[src/rtl/pipelined_rca_adder.sv]
// rtl/pipelined_rca_adder.sv - pipelined ripple-carry adder with valid/ready handshake
//
// Purpose: WIDTH-bit adder split into STAGES equal slices of full_adder cells.
//          Each slice ripples in one cycle. It hands its carry, the sum bits
//          finished so far and the operand bits still pending to the next stage
//          through registers.
// Optional feature: define ADDSUB_EN to add the 'sub' input. With sub=1 the
//          block computes a - b: stage 0 inverts b and forces the carry-in to 1.
// Ports:
//   clk, rst_n          clock, asynchronous active-low reset
//   in_valid/in_ready   input handshake for a, b, cin (and sub)
//   a, b, cin           operands and carry into bit 0
//   sub                 (ADDSUB_EN only) subtract instead of add
//   out_valid/out_ready output handshake for sum, cout, ovf
//   sum, cout, ovf      result, unsigned carry out, signed overflow

module full_adder (
    input  logic a,
    input  logic b,
    input  logic cin,
    output logic sum,
    output logic cout
);
    assign sum  = a ^ b ^ cin;
    assign cout = (a & b) | (cin & (a ^ b));
endmodule

module pipelined_rca_adder #(
    parameter int WIDTH  = 16,
    parameter int STAGES = 4
) (
    input  logic             clk,
    input  logic             rst_n,
    input  logic             in_valid,
    output logic             in_ready,
    input  logic [WIDTH-1:0] a,
    input  logic [WIDTH-1:0] b,
    input  logic             cin,
`ifdef ADDSUB_EN
    input  logic             sub,
`endif
    output logic             out_valid,
    input  logic             out_ready,
    output logic [WIDTH-1:0] sum,
    output logic             cout,
    output logic             ovf
);

    localparam int SLICE = WIDTH / STAGES;

    logic [STAGES-1:0] valid_q;
    logic [STAGES:0]   ready;
    // chain[k] is the valid bit offered to stage k; chain[STAGES] is the output.
    logic [STAGES:0]   chain;
    logic [WIDTH-1:0]  b_in;
    logic              cin_in;
    logic              ovf_q;

`ifdef ADDSUB_EN
    assign b_in   = sub ? ~b : b;
    assign cin_in = sub ? 1'b1 : cin;
`else
    assign b_in   = b;
    assign cin_in = cin;
`endif

    assign chain     = {valid_q, in_valid};
    assign out_valid = chain[STAGES];
    assign in_ready  = ready[0];

    // A stage may load when it is empty or when its occupant moves on this edge.
    always_comb begin
        logic r;
        ready         = '0;
        r             = out_ready;
        ready[STAGES] = r;
        for (int k = STAGES - 1; k >= 0; k--) begin
            r        = ~valid_q[k] | r;
            ready[k] = r;
        end
    end

    always_ff @(posedge clk or negedge rst_n) begin
        if (!rst_n) begin
            valid_q <= '0;
        end else begin
            for (int k = 0; k < STAGES; k++) begin
                if (ready[k]) begin
                    valid_q[k] <= chain[k];
                end
            end
        end
    end

    for (genvar k = 0; k < STAGES; k++) begin : g_stage
        // Operand bits still to be added when entering stage k.
        localparam int IN_W   = WIDTH - k * SLICE;
        // Sum bits finished after stage k.
        localparam int DONE_W = (k + 1) * SLICE;

        logic [IN_W-1:0]   op_a;
        logic [IN_W-1:0]   op_b;
        logic              c_in;
        logic [SLICE:0]    rc;
        logic [SLICE-1:0]  s_slice;
        logic [DONE_W-1:0] sum_next;
        logic [DONE_W-1:0] sum_q;
        logic              carry_q;
        logic              load;

        assign load = ready[k] & chain[k];

        if (k == 0) begin : g_head
            assign op_a     = a;
            assign op_b     = b_in;
            assign c_in     = cin_in;
            assign sum_next = s_slice;
        end else begin : g_body
            assign op_a     = g_stage[k-1].g_pend.pend_a_q;
            assign op_b     = g_stage[k-1].g_pend.pend_b_q;
            assign c_in     = g_stage[k-1].carry_q;
            assign sum_next = {s_slice, g_stage[k-1].sum_q};
        end

        assign rc[0] = c_in;
        for (genvar i = 0; i < SLICE; i++) begin : g_bit
            full_adder u_fa (
                .a    (op_a[i]),
                .b    (op_b[i]),
                .cin  (rc[i]),
                .sum  (s_slice[i]),
                .cout (rc[i+1])
            );
        end

        always_ff @(posedge clk or negedge rst_n) begin
            if (!rst_n) begin
                sum_q   <= '0;
                carry_q <= 1'b0;
            end else if (load) begin
                sum_q   <= sum_next;
                carry_q <= rc[SLICE];
            end
        end

        // Upper operand slices travel with the partial sum; the last stage has none.
        if (k < STAGES - 1) begin : g_pend
            logic [IN_W-SLICE-1:0] pend_a_q;
            logic [IN_W-SLICE-1:0] pend_b_q;

            always_ff @(posedge clk or negedge rst_n) begin
                if (!rst_n) begin
                    pend_a_q <= '0;
                    pend_b_q <= '0;
                end else if (load) begin
                    pend_a_q <= op_a[IN_W-1:SLICE];
                    pend_b_q <= op_b[IN_W-1:SLICE];
                end
            end
        end

        // Signed overflow: carry into the MSB differs from carry out of it.
        if (k == STAGES - 1) begin : g_tail
            always_ff @(posedge clk or negedge rst_n) begin
                if (!rst_n) begin
                    ovf_q <= 1'b0;
                end else if (load) begin
                    ovf_q <= rc[SLICE] ^ rc[SLICE-1];
                end
            end
        end
    end

    assign sum  = g_stage[STAGES-1].sum_q;
    assign cout = g_stage[STAGES-1].carry_q;
    assign ovf  = ovf_q;

endmodule

[config.mk]
export PLATFORM = sky130hd
export DESIGN_NAME = pipelined_rca_adder
export DESIGN_NICKNAME = d
export VERILOG_FILES = /design/src/rtl/pipelined_rca_adder.sv
export SDC_FILE = /design/constraint.sdc
export NUM_CORES = 1
export LEC_CHECK = 0
export BUFFER_PORTS_ARGS = -buffer_cell sky130_fd_sc_hd__buf_2
export CORE_MARGIN = 2
export CORE_UTILIZATION = 45
export CTS_CLUSTER_SIZE = 20
export DETAILED_ROUTE_END_ITERATION = 12
export PLACE_DENSITY = 0.73
export SYNTH_ARGS = -nofsm -noshare
export SYNTH_HDL_FRONTEND = slang
export SYNTH_HIERARCHICAL = 1
export SYNTH_SLANG_ARGS = --single-unit
[constraint.sdc]
create_clock -name clk -period 7.6 [get_ports clk]
set_input_delay 0.38 -clock clk [delete_from_list [all_inputs] [get_ports clk]]
set_output_delay 0.38 -clock clk [all_outputs]
set_load 0.05 [all_outputs]
==> flow_summary.toml <==
[place]
place_ws_ns = 5.00
place.gp.congestion = 0.691
portBuffers = 56
dp_hpwl_mm = 4.09

[global_routing]
antenna_found_initial = 0
overflow = 0
grt_util_all_layers_pct = 13.6
grt_start_max_net_pins = 58
grt_pass1_wl_mm = 10.2
first_global_vias = 2079

[power]
powerDensity_nw_per_um2 = 369
max-vdd-ir-drop_uv = 110
internal_power_mw = 1.08
switching_share_pct = 35.8
p_leak_nw = 2.01
seq_power_share_pct = 47.4
combPwrFrac_pct = 35.2
pwr-share-clk_pct = 17.3
switchingPower_uw = 600

[floorplan]
io_pins = 57
fp.dieW_um = 98.2
die_area_um2 = 9650
fp-row-count = 34
core_area_um2 = 8680
start_util_pct = 46.0
die_y_um = 98.2

[finish]
layout.nets = 342
utilization_pct = 52.4
diodes = 0
syn2layout_area_growth_pct = 13.7
drive_gt1_share_pct = 57.8

[yosys]
synth_fp_nets = 281
syn_avg_cell_area_um2 = 17.5
yosysSeqAreaShare_pct = 60.7
synth-seq-cells = 97
syn_area_um2 = 4000
yosys_warnings = 6
synth_cell_types = 17
synthCells = 228

[timing]
worst_slack_ns = 4.97
drv_slew = 0
hold_viol = 0
period_share_pct = 34.6
period_needed_ns = 2.63
setup_tns_ns = 0
relSlewSlack_pct = 27.8
clock_skew_ns = 0.0122
rsz0062_at_grt = "false"
tightest_slew_ns = 1.08
fmax_ghz = 0.381
setup_viol = 0

[detailed_routing]
wirelength_mm = 5.91
vias_per_cell = 4.88
dr.pass1.iters = 4
route.detailed.drc = 0
drt-initial-drc-count = 34
wire_per_inst_um = 14.7
antenna_left = 0
vias = 1960

[worst_setup_path]
worstPathMaxFanout = 2
path_cells = "fa_1 -> fa_1 -> fa_1 -> fa_1 -> xor2_1 -> mux2_2"
critPathBufInv = 0
crit_path_top_delay_cell = "fa_1"
cp.required_ns = 7.84
worst_setup_path_start_kind = "flip-flop"
critPathKind = "flip-flop to flip-flop"
crit_top_cell = "fa_1"
arrival_ns = 2.87
worst_setup_path_end_kind = "flip-flop"
cp_top_family = "adder cells"
slowest_delay_ns = 0.44

[clock_tree]
clock_path_buffers = 2
cts_buffers = 9
cts_max_level = 3
cts_tree = "done"
cts.sinks = 97
cts_resized = 0
path_clk_slew_ns = 0.10
clock_latency_ns = 0.35
cts_root_buf = "clkbuf_8"

[run_status]
outcome = "finished, final reports clean"

[job]
cap_violations = 0

[hold_path]
hold_class = "input port to flip-flop"
[area by class of cell]
type / instances / area (µm²)
clock buffers: 10 / 128
clock inverters: 6 / 45.0
fillers: 731 / 4140
inverters: 1 / 3.75
multi-input cells: 122 / 1500
flip-flops and latches: 97 / 2430
well taps: 108 / 135
repair buffers: 58 / 300
[path summary, 6_finish.rpt]
kind,from,endpoint,slack [ns],cells after the start
max,g_stage[2].g_pend.pend_a_q[0],ovf,4.97,6
min,a[13],g_stage[0].g_pend.pend_a_q[9],0.25,2
max reg2reg,g_stage[2].g_pend.pend_a_q[0],ovf,4.97,6
min reg2reg,sum[14],sum[14],0.50,1
max in group asynchronous,rst_n,g_stage[1].g_pend.pend_a_q[3],5.98,3
min in group asynchronous,rst_n,g_stage[0].g_pend.pend_b_q[6],0.54,2
[flip-flops by register name (all words and copies together), names as in the netlist]
name	cells
g_stage.g_pend.pend_b_q	24
valid_q	4
ovf	1
sum	16
g_stage.carry_q	3
g_stage.sum_q	24
cout	1
g_stage.g_pend.pend_a_q	24
[power groups by stage]
stage                     combinational [mW]  sequential, mW  clock (mW)
after floorplan                        0.294           0.960           0
after detailed placement               0.600           0.811           0
final                                  0.591           0.795       0.290
after global routing                   0.645           0.825       0.325
after global placement                 0.582           0.802           0
after CTS                              0.602           0.800       0.304
[layout by cell type (no fill, tap or decap), drive strengths merged]
master and count:
buf 57, clkbuf 10, clkinv 3, clkinvlp 3, dfrtp 97, dlygate4sd3 1, fa 16, inv 1
mux2 93, nand2 4, nand2b 4, nand3b 1, nand4b 1, o21ai 1, or2 1, xor2 1
[synthesized netlist by cell type, drive strengths merged]
library cell	instances	area [µm²]
buf	8	68.8
dfrtp	97	2430
fa	16	320
inv	1	3.75
mux2	93	1080
nand2	4	20.0
nand2b	4	25.0
nand3b	1	7.51
nand4b	1	15.0
o21ai	1	8.76
or2	1	6.26
xor2	1	8.76
[stage by stage]
step	total power, mW	instances	cell area (µm²)	hold WS, ns
global placement	1.38	385	4360	0.378
floorplan	1.25	228	4000	0.0844
CTS	1.71	402	4540	0.237
global route	1.79	402	4540	0.225
finish	1.68	402	4540	0.254
detailed placement	1.41	385	4360	0.379
[what timing repair did]
item | CTS | global route
buffers inserted | 0 | 0
hold buffers | 1 | 0
hold endpoints to repair | 32 | 0
endpoints found under the setup margin | 0 | 0
[worst register-to-register path, cell delays in order, from the launching register on]
cell,delay (ns)
dfrtp_1,0.41
fa_1,0.44
fa_1,0.40
fa_1,0.43
fa_1,0.42
xor2_1,0.16
mux2_2,0.25
[metal layers]
metal	wire, µm	global-route usage (%)	vias to the layer above
li1	-	-	912
met1	2620	17.7	1013
met2	2980	21.7	29
met3	214	3.36	6
met4	92	6.64	0
met5	0	0	-
[cells by family after synthesis]
logic type      synth area share, %
mux                            27.1
xor+xnor                      0.219
simple gates                   1.85
fa+ha+maj                      8.02
buf+inv                        1.82
compound gates                0.219
flops                          60.7
(Power assumes the default switching activity.)
